`src/rtl/pdm_pattern_player.sv`:
```
// pdm_pattern_player
//
// Multi-channel pulse-density pattern player. A single run-time-loadable
// 1-bit pattern memory is played out on NUM_CH independent channels. Each
// channel has its own run enable and its own clocks-per-bit divider. The
// channels share the pattern memory and the pattern length (pat_last).
//
// Ports
//   clk       : system clock, all logic on the rising edge
//   rst_n     : asynchronous active-low reset
//   ch_en     : per-channel run enable (level)
//   div       : per-channel clocks per output bit, channel c at [c*CNT_W +: CNT_W]
//               (0 behaves as 1)
//   pat_last  : index of the last pattern bit played (clamped to PAT_DEPTH-1)
//   wr_en     : pattern write strobe
//   wr_addr   : pattern write index (indices >= PAT_DEPTH are ignored)
//   wr_data   : pattern write bit
//   pdm_out   : registered PDM bit per channel
//   wrap      : one-cycle pulse per channel, aligned with bit pat_last on pdm_out

module pdm_pattern_player #(
    parameter int                   NUM_CH    = 2,
    parameter int                   PAT_DEPTH = 128,
    parameter int                   ADDR_W    = $clog2(PAT_DEPTH),
    parameter int                   CNT_W     = 32,
    parameter logic [PAT_DEPTH-1:0] PAT_INIT  = {PAT_DEPTH{1'b0}}
) (
    input  logic                    clk,
    input  logic                    rst_n,
    input  logic [NUM_CH-1:0]       ch_en,
    input  logic [NUM_CH*CNT_W-1:0] div,
    input  logic [ADDR_W-1:0]       pat_last,
    input  logic                    wr_en,
    input  logic [ADDR_W-1:0]       wr_addr,
    input  logic                    wr_data,
    output logic [NUM_CH-1:0]       pdm_out,
    output logic [NUM_CH-1:0]       wrap
);

    typedef enum logic {
        ST_IDLE = 1'b0,
        ST_RUN  = 1'b1
    } state_t;

    localparam logic [ADDR_W-1:0] LP_LAST_MAX = ADDR_W'(PAT_DEPTH - 1);

    logic [PAT_DEPTH-1:0] r_pat;
    state_t               r_state [NUM_CH];
    logic [ADDR_W-1:0]    r_idx   [NUM_CH];
    logic [CNT_W-1:0]     r_cnt   [NUM_CH];
    logic [NUM_CH-1:0]    r_pdm;
    logic [NUM_CH-1:0]    r_wrap;

    logic [ADDR_W-1:0]    w_last;
    logic                 w_wr_ok;
    logic [CNT_W-1:0]     w_thr     [NUM_CH];
    logic [CNT_W-1:0]     w_cur_cnt [NUM_CH];
    logic [ADDR_W-1:0]    w_cur_idx [NUM_CH];
    logic [NUM_CH-1:0]    w_strobe;
    logic [NUM_CH-1:0]    w_at_last;

    // Out-of-range lengths and write indices only occur for non-power-of-2 depths.
    assign w_last  = (32'(pat_last) >= 32'(PAT_DEPTH)) ? LP_LAST_MAX : pat_last;
    assign w_wr_ok = (32'(wr_addr) < 32'(PAT_DEPTH));

    for (genvar g = 0; g < NUM_CH; g++) begin : g_ch
        logic [CNT_W-1:0] w_div;
        assign w_div = div[g*CNT_W +: CNT_W];

        // Strobe threshold is eff_div-1, with div==0 treated as 1.
        assign w_thr[g] = (w_div == '0) ? '0 : (w_div - CNT_W'(1));

        // An IDLE channel starts its first RUN edge from index 0, count 0.
        assign w_cur_cnt[g] = (r_state[g] == ST_RUN) ? r_cnt[g] : '0;
        assign w_cur_idx[g] = (r_state[g] == ST_RUN) ? r_idx[g] : '0;

        // ">=" so that lowering div or pat_last live takes effect at once.
        assign w_strobe[g]  = (w_cur_cnt[g] >= w_thr[g]);
        assign w_at_last[g] = (w_cur_idx[g] >= w_last);
    end

    // Pattern memory: reads below see the pre-write value on a shared edge.
    always_ff @(posedge clk or negedge rst_n) begin
        if (!rst_n) begin
            r_pat <= PAT_INIT;
        end else if (wr_en && w_wr_ok) begin
            r_pat[wr_addr] <= wr_data;
        end
    end

    // Per-channel IDLE/RUN state machines; disable has priority over everything.
    always_ff @(posedge clk or negedge rst_n) begin
        if (!rst_n) begin
            for (int c = 0; c < NUM_CH; c++) begin
                r_state[c] <= ST_IDLE;
                r_idx[c]   <= '0;
                r_cnt[c]   <= '0;
            end
            r_pdm  <= '0;
            r_wrap <= '0;
        end else begin
            for (int c = 0; c < NUM_CH; c++) begin
                if (!ch_en[c]) begin
                    r_state[c] <= ST_IDLE;
                    r_idx[c]   <= '0;
                    r_cnt[c]   <= '0;
                    r_pdm[c]   <= 1'b0;
                    r_wrap[c]  <= 1'b0;
                end else begin
                    r_state[c] <= ST_RUN;
                    if (w_strobe[c]) begin
                        r_pdm[c]  <= r_pat[w_cur_idx[c]];
                        r_cnt[c]  <= '0;
                        r_wrap[c] <= w_at_last[c];
                        r_idx[c]  <= w_at_last[c] ? '0 : (w_cur_idx[c] + ADDR_W'(1));
                    end else begin
                        r_cnt[c]  <= w_cur_cnt[c] + CNT_W'(1);
                        r_idx[c]  <= w_cur_idx[c];
                        r_wrap[c] <= 1'b0;
                    end
                end
            end
        end
    end

    assign pdm_out = r_pdm;
    assign wrap    = r_wrap;

endmodule
```
`config.mk`:
```
export PLATFORM = sky130hd
export DESIGN_NAME = pdm_pattern_player
export DESIGN_NICKNAME = d
export VERILOG_FILES = /design/src/rtl/pdm_pattern_player.sv
export SDC_FILE = /design/constraint.sdc
export NUM_CORES = 1
export LEC_CHECK = 0
export ABC_CLOCK_PERIOD_IN_PS = 7210
export BUFFER_PORTS_ARGS = -buffer_cell sky130_fd_sc_hd__clkbuf_2
export CAP_MARGIN = 10
export CORE_AREA = 3 3 233 235
export DETAILED_ROUTE_END_ITERATION = 8
export DIE_AREA = 0 0 236 238
export HOLD_SLACK_MARGIN = 0.15
export PLACE_DENSITY = 0.44
export SYNTH_ARGS = -nofsm -noshare
export SYNTH_HDL_FRONTEND = slang
export SYNTH_SLANG_ARGS = --single-unit
```
`constraint.sdc`:
```
create_clock -name clk -period 7.21 [get_ports clk]
set_input_delay 1.0815 -clock clk [delete_from_list [all_inputs] [get_ports clk]]
set_output_delay 1.0815 -clock clk [all_outputs]
set_load 0.02 [all_outputs]
```
==> metrics.txt, run 1 <==
# TYPE chip_impl_metric gauge
chip_impl_metric{name="worst_clock_skew",unit="ns"} 0.0270
chip_impl_info{name="path_delay_family",value="simple AND/OR/NAND/NOR gates"} 1
chip_impl_metric{name="place.port_buffers",unit=""} 87
chip_impl_metric{name="antenna_found_initial",unit=""} 1
chip_impl_metric{name="fin_util",unit=""} 0.340
chip_impl_metric{name="std_cell_rows",unit=""} 84
chip_impl_metric{name="syn_avg_cell_area",unit="um2"} 8.93
chip_impl_metric{name="die_y",unit="um"} 238
chip_impl_info{name="criticalPathCategory",value="input pin to register"} 1
chip_impl_metric{name="ratio_of_total_power_to_cell_area",unit="nW/um2"} 178
chip_impl_metric{name="arrival",unit="ns"} 6.01
chip_impl_metric{name="worst-slew-pin-transition",unit="ns"} 1.25
chip_impl_metric{name="final.fill_count",unit=""} 5416
chip_impl_metric{name="synth.lib_cells_used.distinct",unit=""} 79
chip_impl_metric{name="drt_drc_violations_left",unit=""} 0
chip_impl_metric{name="leakage",unit="nW"} 8.13
chip_impl_metric{name="routedWlPerCell",unit="um"} 20.6
chip_impl_metric{name="final_period_minus_worst_setup_slack",unit="ns"} 5.54
chip_impl_metric{name="post-cts-setup-buffers",unit=""} 0
chip_impl_metric{name="coreArea",unit="um2"} 52400
chip_impl_metric{name="worst_skew_pair.late_latency",unit="ns"} 0.58
chip_impl_metric{name="ctsLongestPathBuffers",unit=""} 3
chip_impl_metric{name="detail_route.first_pass.iterations",unit=""} 5
chip_impl_metric{name="place_hpwl",unit="um"} 36600
chip_impl_metric{name="fmax",unit="MHz"} 180
chip_impl_metric{name="place_area",unit="um2"} 16800
chip_impl_metric{name="wl",unit="um"} 51700
chip_impl_info{name="grt_setup_unrepaired",value="no"} 1
chip_impl_metric{name="drt_initial_violations",unit=""} 946
chip_impl_metric{name="power.switching_fraction",unit=""} 0.258
chip_impl_metric{name="slew_violations",unit=""} 0
chip_impl_metric{name="worst-endpoint-required",unit="ns"} 7.67
chip_impl_metric{name="setup-tns-final",unit="ns"} 0
chip_impl_info{name="worst_setup_path_start_kind",value="input pin"} 1
chip_impl_metric{name="number_of_synthesized_register_bits",unit=""} 212
chip_impl_info{name="cts_tree",value="done"} 1
chip_impl_metric{name="max_cap_viol",unit=""} 0
chip_impl_metric{name="clk_transition_reported_paths",unit="ns"} 0.06
chip_impl_metric{name="antenna_diode_count",unit=""} 0
chip_impl_metric{name="floorplan.initialDensity",unit=""} 0.299
chip_impl_metric{name="vdd_drop_max",unit="V"} 0.000151
chip_impl_info{name="cts_root_buf",value="sky130_fd_sc_hd__clkbuf_16"} 1
chip_impl_metric{name="clk_network_pwr_share",unit=""} 0.488
chip_impl_metric{name="via_count_of_the_first_global_routing_pass",unit=""} 13600
chip_impl_metric{name="largest_net_degree_at_the_start_of_global_routing",unit=""} 103
chip_impl_metric{name="hold_slack",unit="ns"} 0.528
chip_impl_metric{name="ys.warnings.count",unit=""} 0
chip_impl_metric{name="final_design_area_no_fill",unit="um2"} 17800
chip_impl_metric{name="dp.cells",unit=""} 2465
chip_impl_metric{name="total_switching_power",unit="mW"} 0.820
chip_impl_info{name="crit_slowest_cell",value="sky130_fd_sc_hd__nand2_1"} 1
chip_impl_metric{name="design.final.nets",unit=""} 1977
chip_impl_metric{name="post_synth_instance_area",unit="um2"} 15700
chip_impl_metric{name="min_period_over_period",unit=""} 0.769
chip_impl_metric{name="number_of_instances_in_the_synthesized_netlist",unit=""} 1755
chip_impl_metric{name="finalHoldViolations",unit=""} 0
chip_impl_metric{name="ctsHoldBuffers",unit=""} 0
chip_impl_info{name="worst_setup_path_end_kind",value="register"} 1
chip_impl_info{name="hold_path_class",value="register to register"} 1
chip_impl_info{name="layout.cells.most_common_list",value="sky130_fd_sc_hd__nand2_1 (283), sky130_fd_sc_hd__dfrtp_1 (210), sky130_fd_sc_hd__nor2_1 (167)"} 1
chip_impl_metric{name="postRouteAntennaNets",unit=""} 0
chip_impl_metric{name="critical_path.max_stage_delay",unit="ns"} 0.66
chip_impl_info{name="synth_ff_type",value="sky130_fd_sc_hd__dfrtp_1"} 1
chip_impl_metric{name="cts_max_level",unit=""} 1
chip_impl_metric{name="max_transition_margin",unit=""} 0.163
chip_impl_metric{name="grt_remaining_overflow",unit=""} 0
chip_impl_metric{name="place_congestion",unit=""} 0.875
chip_impl_metric{name="synth-seq-area-share",unit=""} 0.338
chip_impl_metric{name="fin_cells",unit=""} 2517
chip_impl_metric{name="dieArea",unit="um2"} 56200
chip_impl_metric{name="async_s_r_ff_share_synth",unit=""} 1.00
chip_impl_metric{name="finalSetupViolCount",unit=""} 0
chip_impl_metric{name="share_seq_of_total_power",unit=""} 0.411
chip_impl_metric{name="routed-via-count",unit=""} 13400
chip_impl_info{name="status",value="completed"} 1
chip_impl_info{name="cp_cell_sequence",value="clkbuf_2, nor3_2, nor4b_4, nand3_1, nor2_1, nand2_1, or4_1, nor3_1, a21oi_1, ha_1, nand4_1, or3_1, o22ai_1, or4b_1, a21oi_2, nand2_1, nor3_1"} 1
chip_impl_metric{name="worst-path-buf-inv",unit=""} 1
chip_impl_metric{name="groute.usage.overall",unit=""} 0.180
chip_impl_metric{name="post_route_cells_drive_above_1_share",unit=""} 0.194
chip_impl_metric{name="synthToLayoutAreaGrowth",unit="%"} 13.7
chip_impl_metric{name="power.internal",unit="mW"} 2.36
chip_impl_metric{name="synthesis.nets",unit=""} 1925
chip_impl_metric{name="cts.repair.resized",unit=""} 0
chip_impl_metric{name="cts_inserted_buffers",unit=""} 28
chip_impl_metric{name="grt_first_pass_wirelength",unit="um"} 81000
chip_impl_metric{name="routed_via_density",unit=""} 5.33
chip_impl_metric{name="critPathMaxFanout",unit=""} 22
chip_impl_metric{name="clock_tree_sinks",unit=""} 212
chip_impl_metric{name="power.share.combinational",unit=""} 0.101
chip_impl_metric{name="floorplan.die.width",unit="um"} 236
chip_impl_metric{name="floorplan.io_pins",unit=""} 88
chip_impl_metric{name="synth_edf_count",unit=""} 0
chip_impl_info{name="most_frequent_standard_cell_in_the_layout_excluding_fill_and_tap_cells",value="sky130_fd_sc_hd__nand2_1"} 1
## per-stage QoR
step	setup slack [ns]	total power, mW
detailed placement	1.05	1.65
global placement	1.09	1.64
global route	1.07	3.30
finish	1.67	3.18
floorplan	2.38	1.50
CTS	1.62	3.22
## cell families (layout without fill, tap and decap cells)
logic type,after synthesis,after routing,synth area share
flip-flops,212,212,0.338
multiplexers,199,199,0.149
adder cells (fa/ha/maj),86,86,0.0686
AND/OR/NAND/NOR,772,772,0.246
buffers and inverters,138,212,0.0351
XOR/XNOR,113,113,0.0631
AO/OA/AOI/OAI,235,235,0.100
## registers in the layout, summed over array words and instances (netlist names)
signal / cells
pdm_out: 2
r_state: 2
r_cnt: 64
r_pat: 128
wrap: 2
r_idx: 14
## metal layers
layer	wire length, um	global-route usage
met4	1250	0.0437
met5	17	0
met3	2430	0.0285
met2	23300	0.287
met1	24800	0.256
## synthesized netlist by cell type (all sizes together), types with 8 or more instances
cell,count,area share
nand2,285,0.069
dfrtp,212,0.34
nor2,168,0.040
mux2,140,0.10
ha,86,0.069
xor2,64,0.036
and2,61,0.025
a21oi,60,0.019
clkbuf,60,0.014
nand3,59,0.019
inv,50,0.012
xnor2,49,0.027
mux2i,46,0.029
nor3,40,0.017
o21ai,38,0.012
a21o,29,0.014
buf,28,0.0088
nor4,28,0.015
nand4,25,0.011
nor2b,19,0.0076
o22ai,19,0.0076
nand2b,18,0.0072
a211oi,13,0.0062
and3,13,0.0052
mux4,13,0.019
or4,11,0.0060
a2111oi,9,0.0050
nand3b,8,0.0038
## power by group through the flow
stage | sequential [mW] | combinational, mW | clock, mW
2_1_floorplan | 1.30 | 0.198 | 0
3_3_place_gp | 1.32 | 0.320 | 0
3_5_place_dp | 1.32 | 0.324 | 0
4_1_cts | 1.30 | 0.326 | 1.59
5_1_grt | 1.31 | 0.360 | 1.63
6_report | 1.30 | 0.322 | 1.55
## final cells by class
type	instances	area, um2	share of cell area
multi-input cells	1405	9830	0.551
flip-flops and latches	212	5310	0.298
clock buffers	42	865	0.0485
well taps	688	861	0.0483
repair buffers	110	621	0.0348
inverters	50	188	0.0105
clock inverters	10	159	0.00891
## final timing paths
kind,from,end,slack (ns),cells after the start
min in group asynchronous,rst_n,r_pat[3],0.55,1
hold / removal,r_pat[94],r_pat[94],0.53,1
setup / recovery,div[3],r_cnt[37],1.67,17
max in group asynchronous,rst_n,r_pat[118],5.29,2
setup reg to reg,r_state[1],r_cnt[37],2.37,12
hold reg to reg,r_pat[94],r_pat[94],0.53,1
Power figures use the tool's default switching activity.
==> run 2: changes to the inputs <==
--- a/config.mk
+++ b/config.mk
@@ -5,12 +5,13 @@
 export SDC_FILE = /design/constraint.sdc
 export NUM_CORES = 1
 export LEC_CHECK = 0
-export ABC_CLOCK_PERIOD_IN_PS = 7210
+export ABC_AREA = 1
+export ABC_CLOCK_PERIOD_IN_PS = 5700
 export BUFFER_PORTS_ARGS = -buffer_cell sky130_fd_sc_hd__clkbuf_2
 export CAP_MARGIN = 10
-export CORE_AREA = 3 3 233 235
+export CORE_AREA = 3 3 239 241
 export DETAILED_ROUTE_END_ITERATION = 8
-export DIE_AREA = 0 0 236 238
+export DIE_AREA = 0 0 242 244
 export HOLD_SLACK_MARGIN = 0.15
 export PLACE_DENSITY = 0.44
 export SYNTH_ARGS = -nofsm -noshare
==> constraint.sdc (replaced) <==
create_clock -name clk -period 5.7 [get_ports clk]
set_input_delay 0.855 -clock clk [delete_from_list [all_inputs] [get_ports clk]]
set_output_delay 0.855 -clock clk [all_outputs]
set_load 0.02 [all_outputs]
==> run 2 against run 1 <==
  * Critical path depth increased by 6
  * Sequential cell count is the same
  * Area after synthesis up 5.1%
==> metrics.txt, run 2 <==
# TYPE chip_impl_metric gauge
chip_impl_metric{name="drt_drc_violations_left",unit=""} 0
chip_impl_metric{name="worst_clock_skew",unit="ns"} 0.0250
chip_impl_info{name="worst_setup_path_start_kind",value="input pin"} 1
chip_impl_metric{name="async_s_r_ff_share_synth",unit=""} 1.00
chip_impl_info{name="global_route.peak_usage_layer",value="met2"} 1
chip_impl_metric{name="die_y",unit="um"} 244
chip_impl_metric{name="groute.layer.met3.usage",unit=""} 0.0225
chip_impl_metric{name="via_count_of_the_first_global_routing_pass",unit=""} 16000
chip_impl_info{name="crit_slowest_cell",value="sky130_fd_sc_hd__nand3_1"} 1
chip_impl_metric{name="place_congestion",unit=""} 0.853
chip_impl_metric{name="routed_via_density",unit=""} 5.16
chip_impl_metric{name="clock_tree_sinks",unit=""} 212
chip_impl_info{name="synth_ff_type",value="sky130_fd_sc_hd__dfrtp_1"} 1
chip_impl_metric{name="synth.lib_cells_used.distinct",unit=""} 48
chip_impl_metric{name="grt_first_pass_wirelength",unit="um"} 91600
chip_impl_metric{name="power.share.combinational",unit=""} 0.137
chip_impl_metric{name="cts.repair.resized",unit=""} 0
chip_impl_metric{name="post_route_cells_drive_above_1_share",unit=""} 0.107
chip_impl_info{name="cts_root_buf",value="sky130_fd_sc_hd__clkbuf_16"} 1
chip_impl_metric{name="worst_skew_pair.late_latency",unit="ns"} 0.57
chip_impl_metric{name="global_route_track_usage_on_met2",unit=""} 0.327
chip_impl_metric{name="largest_reg_flops",unit=""} 128
chip_impl_metric{name="share_seq_of_total_power",unit=""} 0.435
chip_impl_metric{name="groute.usage.overall",unit=""} 0.192
chip_impl_info{name="layout.cells.most_common_list",value="sky130_fd_sc_hd__nand2_1 (476), sky130_fd_sc_hd__nand3_1 (382), sky130_fd_sc_hd__nor2_1 (275)"} 1
chip_impl_metric{name="leakage",unit="nW"} 8.59
chip_impl_metric{name="post-cts-setup-buffers",unit=""} 0
chip_impl_metric{name="critPathMaxFanout",unit=""} 32
chip_impl_metric{name="setup-tns-final",unit="ns"} 0
chip_impl_metric{name="std_cell_rows",unit=""} 86
chip_impl_metric{name="synth-seq-area-share",unit=""} 0.322
chip_impl_metric{name="clk_network_pwr_share",unit=""} 0.428
chip_impl_info{name="cp_common_cell",value="sky130_fd_sc_hd__nand2_1"} 1
chip_impl_info{name="worst_setup_path_end_kind",value="register"} 1
chip_impl_metric{name="antenna_diode_count",unit=""} 0
chip_impl_metric{name="number_of_synthesized_register_bits",unit=""} 212
chip_impl_metric{name="cts_inserted_buffers",unit=""} 27
chip_impl_metric{name="synth_edf_count",unit=""} 0
chip_impl_metric{name="place.port_buffers",unit=""} 87
chip_impl_metric{name="worst-slew-pin-transition",unit="ns"} 1.14
chip_impl_info{name="yosys.area.top_type",value="sky130_fd_sc_hd__dfrtp_1"} 1
chip_impl_metric{name="finalWorstSetupSlack",unit="ns"} 1.48
chip_impl_info{name="critPathLaunch",value="div[11]"} 1
chip_impl_info{name="reg_top3",value="r_pat (128), r_cnt (64), r_idx (14)"} 1
chip_impl_metric{name="ctsHoldBuffers",unit=""} 0
chip_impl_metric{name="finalSetupViolCount",unit=""} 0
chip_impl_info{name="status",value="completed"} 1
chip_impl_metric{name="clk_transition_reported_paths",unit="ns"} 0.06
chip_impl_metric{name="ys.warnings.count",unit=""} 0
chip_impl_metric{name="grt_remaining_overflow",unit=""} 0
chip_impl_metric{name="place_hpwl",unit="um"} 38200
chip_impl_info{name="synthMostInstantiatedCell",value="sky130_fd_sc_hd__nand2_1"} 1
chip_impl_metric{name="postRouteAntennaNets",unit=""} 0
chip_impl_metric{name="slew_violations",unit=""} 0
chip_impl_metric{name="gr-usage-met1",unit=""} 0.257
chip_impl_metric{name="synthToLayoutAreaGrowth",unit="%"} 11.7
chip_impl_metric{name="dpl_worst_slack",unit="ns"} 0.920
chip_impl_metric{name="vdd_drop_max",unit="V"} 0.000228
chip_impl_metric{name="hold_slack",unit="ns"} 0.267
chip_impl_metric{name="drt_initial_violations",unit=""} 1297
chip_impl_metric{name="total_switching_power",unit="mW"} 1.14
chip_impl_info{name="hold_path_class",value="input pin to async pin"} 1
chip_impl_metric{name="dieArea",unit="um2"} 59000
chip_impl_metric{name="critical_path.max_stage_delay",unit="ns"} 0.45
chip_impl_info{name="most_frequent_standard_cell_in_the_layout_excluding_fill_and_tap_cells",value="sky130_fd_sc_hd__nand2_1"} 1
chip_impl_info{name="ys_top_cells_by_area",value="sky130_fd_sc_hd__dfrtp_1 (32%), sky130_fd_sc_hd__nand3_1 (12%), sky130_fd_sc_hd__nand2_1 (11%), sky130_fd_sc_hd__ha_1 (6.5%), sky130_fd_sc_hd__nor2_1 (6.3%)"} 1
chip_impl_metric{name="number_of_instances_in_the_synthesized_netlist",unit=""} 2406
chip_impl_metric{name="detail_route.first_pass.iterations",unit=""} 5
chip_impl_metric{name="routed-via-count",unit=""} 16500
chip_impl_metric{name="floorplan.die.width",unit="um"} 242
chip_impl_info{name="criticalPathCategory",value="input pin to register"} 1
chip_impl_metric{name="coreArea",unit="um2"} 55100
chip_impl_info{name="r2r_start",value="r_state[0]"} 1
chip_impl_metric{name="syn_avg_cell_area",unit="um2"} 6.85
chip_impl_info{name="registers.top_by_ff_count",value="r_pat"} 1
chip_impl_metric{name="max_transition_margin",unit=""} 0.239
chip_impl_metric{name="cts_max_level",unit=""} 1
chip_impl_info{name="synth_common_cells",value="sky130_fd_sc_hd__nand2_1 (478), sky130_fd_sc_hd__nand3_1 (382), sky130_fd_sc_hd__nor2_1 (275), sky130_fd_sc_hd__inv_1 (225), sky130_fd_sc_hd__dfrtp_1 (212)"} 1
chip_impl_info{name="cp_cell_sequence",value="clkbuf_2, nor2_1, inv_1, nor2_1, inv_1, nor2_1, nand4_1, nor2_1, inv_1, nand2_1, ha_1, a21oi_1, nor2_1, nor3_1, nand2_1, nand2_1, nand2_1, nand2_1, nand3_1, inv_1, nand2_1, buf_4, nor3_1"} 1
chip_impl_metric{name="power.switching_fraction",unit=""} 0.286
chip_impl_metric{name="design.final.nets",unit=""} 2595
chip_impl_metric{name="power.internal",unit="mW"} 2.85
chip_impl_metric{name="fmax",unit="MHz"} 237
chip_impl_metric{name="largest_net_degree_at_the_start_of_global_routing",unit=""} 131
chip_impl_metric{name="max_cap_viol",unit=""} 0
chip_impl_metric{name="arrival",unit="ns"} 4.68
chip_impl_metric{name="floorplan.initialDensity",unit=""} 0.299
chip_impl_info{name="grt_setup_unrepaired",value="no"} 1
chip_impl_metric{name="post_synth_instance_area",unit="um2"} 16500
chip_impl_metric{name="antenna_found_initial",unit=""} 0
chip_impl_metric{name="synthesis.nets",unit=""} 2576
chip_impl_metric{name="wl",unit="um"} 58000
chip_impl_metric{name="ctsLongestPathBuffers",unit=""} 3
chip_impl_metric{name="ratio_of_total_power_to_cell_area",unit="nW/um2"} 217
chip_impl_metric{name="finalHoldViolations",unit=""} 0
chip_impl_metric{name="yosysTopAreaCellShare",unit=""} 0.322
chip_impl_info{name="cts_tree",value="done"} 1
chip_impl_metric{name="min_period_over_period",unit=""} 0.740
chip_impl_metric{name="final_period_minus_worst_setup_slack",unit="ns"} 4.22
chip_impl_metric{name="routedWlPerCell",unit="um"} 18.2
chip_impl_metric{name="worst-endpoint-required",unit="ns"} 6.17
chip_impl_metric{name="floorplan.io_pins",unit=""} 88
run 2: per-stage QoR:
stage	area, um2	util	instances	power, mW
3_3_place_gp	17500	0.318	3144	2.30
6_report	18400	0.334	3190	4.00
5_1_grt	18400	0.334	3190	4.22
3_5_place_dp	17500	0.318	3144	2.31
2_1_floorplan	16500	-	2406	2.11
4_1_cts	18400	0.334	3190	4.05
run 2: power by group through the flow:
stage	Clock [mW]	Sequential, mW	Combinational [mW]
detailed placement	0	1.76	0.550
finish	1.71	1.74	0.547
global route	1.82	1.76	0.633
CTS	1.76	1.74	0.552
global placement	0	1.76	0.540
floorplan	0	1.73	0.382
run 2: cell families (layout without fill, tap and decap cells):
| kind of cell | after synthesis | count (layout) | synth area share |
|---|---|---|---|
| XOR/XNOR | 69 | 69 | 0.0367 |
| AND/OR/NAND/NOR | 1322 | 1322 | 0.365 |
| flip-flops | 212 | 212 | 0.322 |
| buffers and inverters | 366 | 402 | 0.0907 |
| AO/OA/AOI/OAI | 351 | 351 | 0.120 |
| adder cells (fa/ha/maj) | 86 | 86 | 0.0653 |
run 2: path summary, 6_finish.rpt:
kind | slack (ns) | endpoint | cells after the start
max | 1.48 | r_cnt[34] | 23
min | 0.27 | r_pat[85] | 1
max reg2reg | 1.96 | r_idx[1] | 8
min reg2reg | 0.53 | r_pat[127] | 2
max in group asynchronous | 4.17 | r_cnt[30] | 2
min in group clk | 0.49 | r_state[0] | 1
run 2: layout make-up:
type	instances	area, um2
clock buffers	38	767
fillers	5987	36700
flip-flops and latches	212	5310
clock inverters	8	93.8
multi-input cells	1828	9710
inverters	239	898
repair buffers	117	683
well taps	748	936
run 2: metal layers:
layer / up-vias / part of all wire
met2: 477 / 0.47
li1: 8114 / -
met5: - / 0
met3: 99 / 0.053
met4: 0 / 0.030
met1: 7763 / 0.44
run 2: worst max-delay path, delay by kind of cell:
kind / cells / cell delay (ns)
adders and majority gates: 1 / 0.27
AOI/OAI and AO/OA: 1 / 0.15
buffers and inverters: 6 / 1.14
and+or+nand+nor: 15 / 2.26
==> run 3: changes to the inputs <==
--- a/config.mk
+++ b/config.mk
@@ -6,14 +6,14 @@
 export NUM_CORES = 1
 export LEC_CHECK = 0
 export ABC_AREA = 1
-export ABC_CLOCK_PERIOD_IN_PS = 5700
+export ABC_CLOCK_PERIOD_IN_PS = 3600
 export BUFFER_PORTS_ARGS = -buffer_cell sky130_fd_sc_hd__clkbuf_2
 export CAP_MARGIN = 10
 export CORE_AREA = 3 3 239 241
 export DETAILED_ROUTE_END_ITERATION = 8
 export DIE_AREA = 0 0 242 244
 export HOLD_SLACK_MARGIN = 0.15
-export PLACE_DENSITY = 0.44
+export PLACE_DENSITY = 0.45
 export SYNTH_ARGS = -nofsm -noshare
 export SYNTH_HDL_FRONTEND = slang
 export SYNTH_SLANG_ARGS = --single-unit
==> constraint.sdc (replaced) <==
create_clock -name clk -period 3.6 [get_ports clk]
set_input_delay 0.54 -clock clk [delete_from_list [all_inputs] [get_ports clk]]
set_output_delay 0.54 -clock clk [all_outputs]
set_load 0.02 [all_outputs]
==> run 3 against run 2 <==
  * Sequential share of layout area fell by 1.2 points
  * Wire length rose by 0.11%
  * Final area rose by 4.3%
  * Non-clock buffer count rose by 88
  * Register-to-register slack got worse by 1.5 ns
  * Highest routed layer unchanged
  * Sequential power rose by 58%
  * Clock skew rose by 0.028 ns
  * Count of clock-buffer cells in the layout rose by 5
==> metrics.txt, run 3 (synthesis gave the netlist of run 2 again) <==
# TYPE chip_impl_metric gauge
chip_impl_info{name="status",value="completed"} 1
chip_impl_metric{name="worst_skew_pair.late_latency",unit="ns"} 0.59
chip_impl_metric{name="ctsLongestPathBuffers",unit=""} 3
chip_impl_metric{name="total_switching_power",unit="mW"} 1.84
chip_impl_metric{name="drt_initial_violations",unit=""} 1347
chip_impl_metric{name="setup-tns-final",unit="ns"} 0
chip_impl_metric{name="slew_violations",unit=""} 0
chip_impl_metric{name="post_route_cells_drive_above_1_share",unit=""} 0.137
chip_impl_metric{name="worst-slew-pin-transition",unit="ns"} 1.04
chip_impl_metric{name="fmax",unit="MHz"} 320
chip_impl_metric{name="place_congestion",unit=""} 0.841
chip_impl_metric{name="power.switching_fraction",unit=""} 0.286
chip_impl_metric{name="grt_remaining_overflow",unit=""} 0
chip_impl_metric{name="power.internal",unit="mW"} 4.60
chip_impl_metric{name="antenna_found_initial",unit=""} 1
chip_impl_metric{name="arrival",unit="ns"} 3.56
chip_impl_metric{name="cts_inserted_buffers",unit=""} 27
chip_impl_info{name="grt_setup_unrepaired",value="no"} 1
chip_impl_metric{name="hold_slack",unit="ns"} 0.179
chip_impl_metric{name="ctsHoldBuffers",unit=""} 2
chip_impl_metric{name="finalSetupViolCount",unit=""} 0
chip_impl_metric{name="cts_max_level",unit=""} 1
chip_impl_info{name="registers.top_by_ff_count",value="r_pat"} 1
chip_impl_info{name="hold_path_class",value="input pin to register"} 1
chip_impl_metric{name="max_transition_margin",unit=""} 0.307
chip_impl_metric{name="worst_clock_skew",unit="ns"} 0.0531
chip_impl_metric{name="postRouteAntennaNets",unit=""} 0
chip_impl_metric{name="leakage",unit="nW"} 9.06
chip_impl_metric{name="detail_route.first_pass.iterations",unit=""} 6
chip_impl_metric{name="floorplan.die.width",unit="um"} 242
chip_impl_metric{name="wl",unit="um"} 58100
chip_impl_metric{name="die_y",unit="um"} 244
chip_impl_metric{name="coreArea",unit="um2"} 55100
chip_impl_metric{name="power.share.combinational",unit=""} 0.143
chip_impl_metric{name="vdd_drop_max",unit="V"} 0.000322
chip_impl_metric{name="dieArea",unit="um2"} 59000
chip_impl_metric{name="post-cts-setup-buffers",unit=""} 0
chip_impl_metric{name="place.port_buffers",unit=""} 87
chip_impl_metric{name="cts.repair.resized",unit=""} 0
chip_impl_metric{name="groute.usage.overall",unit=""} 0.193
chip_impl_metric{name="largest_reg_flops",unit=""} 128
chip_impl_metric{name="worst-endpoint-required",unit="ns"} 4.03
chip_impl_metric{name="clock_tree_sinks",unit=""} 212
chip_impl_metric{name="final.fill_count",unit=""} 5972
chip_impl_info{name="cts_root_buf",value="sky130_fd_sc_hd__clkbuf_16"} 1
chip_impl_metric{name="dp.cells",unit=""} 3230
chip_impl_info{name="worst_setup_path_end_kind",value="register"} 1
chip_impl_metric{name="critPathMaxFanout",unit=""} 16
chip_impl_metric{name="floorplan.initialDensity",unit=""} 0.299
chip_impl_metric{name="min_period_over_period",unit=""} 0.869
chip_impl_metric{name="clk_network_pwr_share",unit=""} 0.431
chip_impl_metric{name="max_cap_viol",unit=""} 0
chip_impl_info{name="layout.cells.most_common_list",value="sky130_fd_sc_hd__nand2_1 (476), sky130_fd_sc_hd__nand3_1 (382), sky130_fd_sc_hd__nor2_1 (275)"} 1
chip_impl_metric{name="finalHoldViolations",unit=""} 0
chip_impl_metric{name="final_period_minus_worst_setup_slack",unit="ns"} 3.13
chip_impl_metric{name="ratio_of_total_power_to_cell_area",unit="nW/um2"} 336
chip_impl_metric{name="routedWlPerCell",unit="um"} 17.7
chip_impl_metric{name="via_count_of_the_first_global_routing_pass",unit=""} 16300
chip_impl_metric{name="routed_via_density",unit=""} 5.09
chip_impl_metric{name="design.final.nets",unit=""} 2683
chip_impl_metric{name="largest_net_degree_at_the_start_of_global_routing",unit=""} 92
chip_impl_metric{name="floorplan.io_pins",unit=""} 88
chip_impl_metric{name="clk_transition_reported_paths",unit="ns"} 0.06
chip_impl_metric{name="place_hpwl",unit="um"} 39500
chip_impl_metric{name="drt_drc_violations_left",unit=""} 0
chip_impl_metric{name="std_cell_rows",unit=""} 86
chip_impl_metric{name="routed-via-count",unit=""} 16700
chip_impl_info{name="reg_top3",value="r_pat (128), r_cnt (64), r_idx (14)"} 1
chip_impl_metric{name="grt_first_pass_wirelength",unit="um"} 92200
chip_impl_info{name="most_frequent_standard_cell_in_the_layout_excluding_fill_and_tap_cells",value="sky130_fd_sc_hd__nand2_1"} 1
chip_impl_info{name="worst_setup_path_start_kind",value="input pin"} 1
chip_impl_metric{name="synthToLayoutAreaGrowth",unit="%"} 16.5
chip_impl_info{name="cts_tree",value="done"} 1
chip_impl_metric{name="fin_cells",unit=""} 3283
chip_impl_info{name="criticalPathCategory",value="input pin to register"} 1
chip_impl_metric{name="finalPower",unit="mW"} 6.45
chip_impl_metric{name="share_seq_of_total_power",unit=""} 0.426
-- run 3: cell types whose count changed in the layout (fill, tap and decap cells not counted), sizes merged --
cell	delta
buf	+86
clkbuf	+5
dlygate4sd3	+2
clkinv	-1
diode	+1
-- run 3: power by group through the flow --
stage | sequential (mW) | clock (mW) | combinational, mW
after global routing | 2.77 | 2.95 | 1.06
after global placement | 2.78 | 0 | 0.913
final | 2.75 | 2.78 | 0.923
after CTS | 2.74 | 2.86 | 0.932
after detailed placement | 2.78 | 0 | 0.927
after floorplan | 2.73 | 0 | 0.605
-- run 3: final timing paths --
path,startpoint,to,slack (ns),cells past startpoint
setup / recovery,div[39],r_idx[0],0.47,24
hold / removal,ch_en[1],r_state[0],0.18,1
setup reg to reg,r_state[1],pdm_out[0],0.49,14
hold reg to reg,r_pat[57],r_pat[57],0.53,2
max in group asynchronous,rst_n,r_pat[26],2.06,3
min in group asynchronous,rst_n,r_cnt[3],0.64,2
-- run 3: final cells by class --
type / instances / area [um2] / share of cell area
clock inverter: 7 / 100 / 0.00522
inverter: 239 / 898 / 0.0468
timing repair buffer: 205 / 1440 / 0.0748
clock buffer: 43 / 796 / 0.0415
antenna: 1 / 2.50 / 0.000130
sequential: 212 / 5310 / 0.277
tap: 748 / 936 / 0.0488
multi-input combinational: 1828 / 9710 / 0.506
-- run 3: metal layers --
layer / track usage / up-vias / wire (um)
li1: - / 8300 / -
met1: 0.262 / 7853 / 26600
met2: 0.325 / 477 / 26900
met3: 0.0225 / 94 / 3050
met4: 0.0530 / 0 / 1500
met5: 0 / - / 0
-- run 3: stage by stage --
stage	instance area [um2]	util	setup WS [ns]
6_report	19200	0.348	0.472
5_1_grt	19200	0.348	0.0463
4_1_cts	19200	0.348	0.487
3_5_place_dp	18300	0.332	-0.110
3_3_place_gp	18300	0.332	-0.122
2_1_floorplan	16500	-	0.195
-- run 3: worst max-delay path, stage by stage --
cell	delay [ns]
sky130_fd_sc_hd__clkbuf_2	0.11
sky130_fd_sc_hd__nor2_1	0.14
sky130_fd_sc_hd__nand2_1	0.06
sky130_fd_sc_hd__nor2_1	0.15
sky130_fd_sc_hd__nand3_1	0.16
sky130_fd_sc_hd__nor2_1	0.19
sky130_fd_sc_hd__nand2_1	0.12
sky130_fd_sc_hd__nor3_2	0.17
sky130_fd_sc_hd__inv_2	0.08
sky130_fd_sc_hd__nor2_4	0.12
sky130_fd_sc_hd__nand2_1	0.06
sky130_fd_sc_hd__nand2_1	0.07
sky130_fd_sc_hd__nand3_1	0.08
sky130_fd_sc_hd__ha_1	0.31
sky130_fd_sc_hd__nand2_1	0.07
sky130_fd_sc_hd__nor2_1	0.13
sky130_fd_sc_hd__nand2_1	0.10
sky130_fd_sc_hd__nor2_1	0.15
sky130_fd_sc_hd__nand4_1	0.11
sky130_fd_sc_hd__nand3_1	0.16
sky130_fd_sc_hd__buf_4	0.22
sky130_fd_sc_hd__nand2_1	0.09
sky130_fd_sc_hd__nand2_1	0.13
sky130_fd_sc_hd__a21oi_1	0.06
